===== src/rtl/pattern_gen.sv =====
// Multi-mode HDMI test-pattern source: tracks pixel coordinates from encoder
// strobes and registers one RGB pixel per read request.
module pattern_gen #(
    parameter int BPC        = 8,
    parameter int CW         = 12,
    parameter int H_ACTIVE   = 640,
    parameter int V_ACTIVE   = 480,
    parameter int CHECK_LOG2 = 5,
    parameter int BOX_SIZE   = 32,
    parameter int FRAME_W    = 8
) (
    input  logic                 i_pixclk,
    input  logic                 i_reset_n,
    input  logic                 i_rd,
    input  logic                 i_newline,
    input  logic                 i_newframe,
    input  logic [2:0]           i_mode,
    input  logic [3*BPC-1:0]     i_solid_rgb,
    output logic [BPC-1:0]       o_red,
    output logic [BPC-1:0]       o_grn,
    output logic [BPC-1:0]       o_blu,
    output logic                 o_valid,
    output logic [CW-1:0]        o_hcount,
    output logic [CW-1:0]        o_vcount,
    output logic [FRAME_W-1:0]   o_frame
);

    localparam logic [CW-1:0] H_LIM  = CW'(H_ACTIVE);
    localparam logic [CW-1:0] V_LIM  = CW'(V_ACTIVE);
    localparam logic [CW-1:0] BX_MAX = CW'(H_ACTIVE - BOX_SIZE);
    localparam logic [CW-1:0] BY_MAX = CW'(V_ACTIVE - BOX_SIZE);
    localparam logic [CW:0]   BOX_C  = (CW+1)'(BOX_SIZE);
    localparam logic [BPC-1:0] FS    = '1;

    logic [CW-1:0]      hcount_p0, vcount_p0;
    logic [FRAME_W-1:0] frame_p0;
    logic [2:0]         mode_p0;
    logic [CW-1:0]      bx_p0, by_p0;
    logic               dx_p0, dy_p0;   // 1 = moving toward larger coordinate
    logic [3*BPC-1:0]   pix_p0;
    logic [3*BPC-1:0]   rgb_p1;
    logic               vld_p1;

    function automatic logic [CW-1:0] sat_inc(input logic [CW-1:0] v);
        return (v == '1) ? v : v + CW'(1);
    endfunction

    // Bar boundaries are elaboration-time constants, so the bar index is a
    // chain of comparators rather than a divide.
    function automatic logic [2:0] bar_index(input logic [CW-1:0] x);
        logic [2:0] k;
        k = 3'd7;
        for (int i = 7; i >= 1; i--) begin
            if (x < CW'((H_ACTIVE * i) / 8)) k = 3'(i - 1);
        end
        return k;
    endfunction

    function automatic logic [2:0] bar_colour(input logic [2:0] k);
        case (k)
            3'd0:    return 3'b111;
            3'd1:    return 3'b110;
            3'd2:    return 3'b011;
            3'd3:    return 3'b010;
            3'd4:    return 3'b101;
            3'd5:    return 3'b100;
            3'd6:    return 3'b001;
            default: return 3'b000;
        endcase
    endfunction

    function automatic logic [3*BPC-1:0] expand(input logic [2:0] c);
        return {{BPC{c[2]}}, {BPC{c[1]}}, {BPC{c[0]}}};
    endfunction

    // ---- stage p0: coordinate, frame and box state ----
    always_ff @(posedge i_pixclk or negedge i_reset_n) begin
        if (!i_reset_n) begin
            hcount_p0 <= '0;
            vcount_p0 <= '0;
            frame_p0  <= '0;
            mode_p0   <= '0;
            bx_p0     <= '0;
            by_p0     <= '0;
            dx_p0     <= 1'b1;
            dy_p0     <= 1'b1;
        end else begin
            if (i_newline)
                hcount_p0 <= '0;
            else if (i_rd)
                hcount_p0 <= sat_inc(hcount_p0);

            if (i_newframe)
                vcount_p0 <= '0;
            else if (i_newline)
                vcount_p0 <= sat_inc(vcount_p0);

            if (i_newframe) begin
                mode_p0  <= i_mode;
                frame_p0 <= frame_p0 + FRAME_W'(1);
                // At a wall the direction flips and the position holds one frame.
                if (dx_p0 ? (bx_p0 == BX_MAX) : (bx_p0 == '0))
                    dx_p0 <= ~dx_p0;
                else
                    bx_p0 <= dx_p0 ? bx_p0 + CW'(1) : bx_p0 - CW'(1);
                if (dy_p0 ? (by_p0 == BY_MAX) : (by_p0 == '0))
                    dy_p0 <= ~dy_p0;
                else
                    by_p0 <= dy_p0 ? by_p0 + CW'(1) : by_p0 - CW'(1);
            end
        end
    end

    logic           active_p0, in_box_p0, checker_p0;
    logic [BPC-1:0] hlow_p0, flow_p0;

    always_comb begin
        active_p0  = (hcount_p0 < H_LIM) && (vcount_p0 < V_LIM);
        in_box_p0  = (hcount_p0 >= bx_p0) && ({1'b0, hcount_p0} < {1'b0, bx_p0} + BOX_C) &&
                     (vcount_p0 >= by_p0) && ({1'b0, vcount_p0} < {1'b0, by_p0} + BOX_C);
        checker_p0 = hcount_p0[CHECK_LOG2] ^ vcount_p0[CHECK_LOG2];
        hlow_p0    = hcount_p0[BPC-1:0];
        flow_p0    = BPC'(frame_p0);

        pix_p0 = '0;
        if (active_p0) begin
            case (mode_p0)
                3'd0: pix_p0 = expand(bar_colour(bar_index(hcount_p0)));
                3'd1: pix_p0 = checker_p0 ? {FS, FS, FS} : '0;
                3'd2: pix_p0 = {hlow_p0, hlow_p0, hlow_p0};
                3'd3: pix_p0 = i_solid_rgb;
                3'd4: pix_p0 = in_box_p0 ? {FS, FS, FS} : {{BPC{1'b0}}, {BPC{1'b0}}, FS};
                3'd5: pix_p0 = {flow_p0, ~flow_p0, hlow_p0};
                default: pix_p0 = '0;
            endcase
        end
    end

    // ---- stage p1: registered pixel ----
    always_ff @(posedge i_pixclk or negedge i_reset_n) begin
        if (!i_reset_n) begin
            rgb_p1 <= '0;
            vld_p1 <= 1'b0;
        end else begin
            vld_p1 <= i_rd;
            if (i_rd)
                rgb_p1 <= pix_p0;
        end
    end

    assign o_red    = rgb_p1[3*BPC-1:2*BPC];
    assign o_grn    = rgb_p1[2*BPC-1:BPC];
    assign o_blu    = rgb_p1[BPC-1:0];
    assign o_valid  = vld_p1;
    assign o_hcount = hcount_p0;
    assign o_vcount = vcount_p0;
    assign o_frame  = frame_p0;

endmodule


===== config.mk =====
export PLATFORM = sky130hd
export DESIGN_NAME = pattern_gen
export DESIGN_NICKNAME = d
export VERILOG_FILES = /design/src/rtl/pattern_gen.sv
export SDC_FILE = /design/constraint.sdc
export NUM_CORES = 1
export LEC_CHECK = 0
export CAP_MARGIN = 20
export CORE_MARGIN = 4
export CORE_UTILIZATION = 57
export CTS_BUF_LIST = sky130_fd_sc_hd__clkbuf_4
export DETAILED_ROUTE_END_ITERATION = 6
export PLACE_DENSITY = 0.83
export SYNTH_ARGS = -nofsm -noshare
export SYNTH_HDL_FRONTEND = slang
export SYNTH_SLANG_ARGS = --single-unit

===== constraint.sdc =====
create_clock -name i_pixclk -period 3.3 [get_ports i_pixclk]
set_input_delay 0.495 -clock i_pixclk [delete_from_list [all_inputs] [get_ports i_pixclk]]
set_output_delay 0.495 -clock i_pixclk [all_outputs]
set_load 0.05 [all_outputs]

==> flow_summary.json <==
{
  "status": "finished clean",
  "grt_usage_pct": 26.5,
  "rsz0062_at_grt": "no",
  "final_hold_viol_count": 0,
  "cts_hold_buf": 0,
  "grt_pass1_wl_um": 27900,
  "crit_arrival_ns": 3.50,
  "internal_power_w": 0.00258,
  "dpl.hpwl_um": 12300,
  "clk_pin_slew_ns": 0.14,
  "slew-limit-headroom_pct": 39.3,
  "dieHeight_um": 113,
  "placed_area_um2": 7260,
  "postRouteAntennaNets": 0,
  "n_antenna_cell": 0,
  "gp_congestion": 0.871,
  "clock_path_buffers": 2,
  "synth_area_um2": 6270,
  "p_sw_share_pct": 47.4,
  "drive_gt1_share_pct": 5.83,
  "ys_seq_area_share_pct": 34.3,
  "path_buf_inv": 1,
  "dp_cells": 930,
  "maxCapViolCount": 0,
  "critical_path_class": "register to register",
  "report.final.setup_viol": 0,
  "critical_path.top_delay_family": "compound AO/OA/AOI/OAI gates",
  "tightest_slew_ns": 0.911,
  "routed_via_density": 6.13,
  "ys.flop_type": "dfrtp_1",
  "r2r.worst_path.cells": 12,
  "cts_root_buf": "clkbuf_4",
  "area_growth_pct": 17.8,
  "required_ns": 3.70,
  "grt_pass1_vias": 5820,
  "overflow": 0,
  "postSynthAreaPerCell_um2": 8.63,
  "crit_path_max_fanout": 16,
  "max_freq_mhz": 323,
  "yosysWarnings": 0,
  "nNetsFinal": 898,
  "p_leak_nw": 3.19,
  "crit_top_cell": "nand2_1",
  "hold_ws_ns": 0.114,
  "ir_drop_mv": 0.690,
  "synth_cells": 727,
  "crit_chain": "inv_1, nor4_4, nand2_1, xnor2_1, ha_1, and3_1, nand2_1, a41oi_1, a221o_1, a211o_1, a311o_2, a21oi_1",
  "skew_ns": 0.0244,
  "num_vias": 5796,
  "setup.worst_path.start_class": "register",
  "clk_latency_ns": 0.49,
  "dieArea_um2": 12700,
  "die_x_um": 113,
  "cts.sinks": 86,
  "portBuffers": 88,
  "drt-initial-drc-count": 480,
  "drt_first_pass_iters": 5,
  "setup_tns_ns": 0,
  "fill_cells": 837,
  "pwr-share-seq_pct": 34.0,
  "cp-end-kind": "register",
  "synth_edf_count": 0,
  "slowest_delay_ns": 0.54,
  "finalPower_w": 0.00491,
  "yosys.area.top_type": "dfrtp_1",
  "cts_resized": 0,
  "cts_tree": "built",
  "yosys-top-cells-area": "dfrtp_1 (34%), ha_1 (13%), a21oi_1 (5.2%), xnor2_1 (4.2%), nor2_1 (4.1%)",
  "final_cells": 946,
  "netlist.area_leader.share_pct": 33.5,
  "report.final.slew_viol_count": 0,
  "yosysMostFrequentCell": "dfrtp_1",
  "path_depth": 12,
  "fin_area_um2": 7390,
  "fp-row-count": 38,
  "antenna_found_initial": 0,
  "syn_nets": 824,
  "yosys_register_bits": 86,
  "comb_power_share_pct": 54.0,
  "cp_slowest_cell": "dfrtp_1",
  "cts_buffers": 9,
  "switchingPower_w": 0.00233,
  "core_um2": 10800,
  "io_pins": 89,
  "htreeDepth": 3,
  "async_flop_share_pct": 100,
  "period_needed_ns": 3.10,
  "start_util_pct": 58.1,
  "routed_wl_um": 16600,
  "post-cts-setup-buffers": 0,
  "drc": 0,
  "pwr-share-clk_pct": 11.9,
  "routed_wire_length_per_instance_um": 17.5,
  "synth_commonest_cells": "dfrtp_1 (84), nor2_1 (68), a21oi_1 (65), ha_1 (63), nand2_1 (48)",
  "yosysUniqueCellTypes": 56,
  "finalCritPeriodShare_pct": 93.8,
  "worst_hold_path_type": "primary input to async pin",
  "grt_max_degree": 70,
  "p_per_area_nw_per_um2": 664
}
power groups by stage:
stage / logic, W / clock network [W] / registers (W)
after floorplan: 0.00170 / 0 / 0.00187
after global placement: 0.00249 / 0 / 0.00167
after detailed placement: 0.00263 / 0 / 0.00168
after CTS: 0.00264 / 0.000593 / 0.00166
after global routing: 0.00296 / 0.000630 / 0.00172
final: 0.00265 / 0.000586 / 0.00167
kinds of logic after synthesis:
family                     after synthesis  synth area share (%)
and+or+nand+nor                        234                  18.8
AOI/OAI and AO/OA                      196                  19.1
DFF                                     86                  34.3
buffers and inverters                   80                  4.93
adders and majority gates               66                  13.4
xor gates and xnor gates                53                  7.40
muxes                                   12                  2.07
per-stage QoR:
stage | util [%] | worst slack (ns)
floorplan | - | 0.498
global placement | 67.3 | 0.397
detailed placement | 67.3 | 0.188
CTS | 68.4 | 0.144
global route | 68.5 | 0.0433
finish | 68.5 | 0.205
layout by cell type, fill, tap and decap left out, types with 14 or more instances in the layout:
| cell | n |
|---|---|
| a211oi_1 | 18 |
| a21o_1 | 15 |
| a21oi_1 | 65 |
| clkdlybuf4s50_1 | 87 |
| dfrtp_1 | 83 |
| ha_1 | 63 |
| inv_1 | 45 |
| nand2_1 | 48 |
| nand3_1 | 14 |
| nand4_1 | 16 |
| nor2_1 | 68 |
| nor2b_1 | 25 |
| nor4_1 | 23 |
| o21ai_0 | 44 |
| o22ai_1 | 16 |
| xnor2_1 | 30 |
| xor2_1 | 23 |
registers in the layout, indices dropped and copies added (netlist names):
name,flops
rgb_p1,24
dx_p0,1
o_hcount,12
bx_p0,12
o_vcount,12
by_p0,12
o_valid,1
dy_p0,1
mode_p0,3
o_frame,8
cell type report:
class | instances | area, um^2 | area share (%)
clock buffers | 10 | 75.1 | 1.02
inverters | 46 | 173 | 2.34
flip-flops and latches | 86 | 2160 | 29.2
well taps | 140 | 175 | 2.37
multi-input cells | 561 | 3810 | 51.6
repair buffers | 97 | 946 | 12.8
clock inverters | 6 | 52.6 | 0.711
per-layer routing:
layer,up-vias,wire length (um),track usage (%)
li1,2757,-,-
met1,2767,6950,34.3
met2,237,8020,44.7
met3,35,1210,3.74
met4,0,402,10.7
met5,-,0,0
final timing paths:
| check | start | endpoint | slack (ns) |
|---|---|---|---|
| setup reg to reg | bx_p0[7]$_DFFE_PN0P_ | rgb_p1[23]$_DFFE_PN0P_ | 0.20 |
| max in group asynchronous | i_reset_n | o_hcount[11]$_DFFE_PN0P_ | 2.44 |
| setup / recovery | bx_p0[7]$_DFFE_PN0P_ | rgb_p1[23]$_DFFE_PN0P_ | 0.20 |
| hold / removal | i_reset_n | o_frame[4]$_DFFE_PN0P_ | 0.11 |
| min in group i_pixclk | by_p0[11]$_DFFE_PN0P_ | by_p0[11]$_DFFE_PN0P_ | 0.51 |
| hold reg to reg | by_p0[11]$_DFFE_PN0P_ | by_p0[11]$_DFFE_PN0P_ | 0.51 |
(Power assumes the default switching activity.)
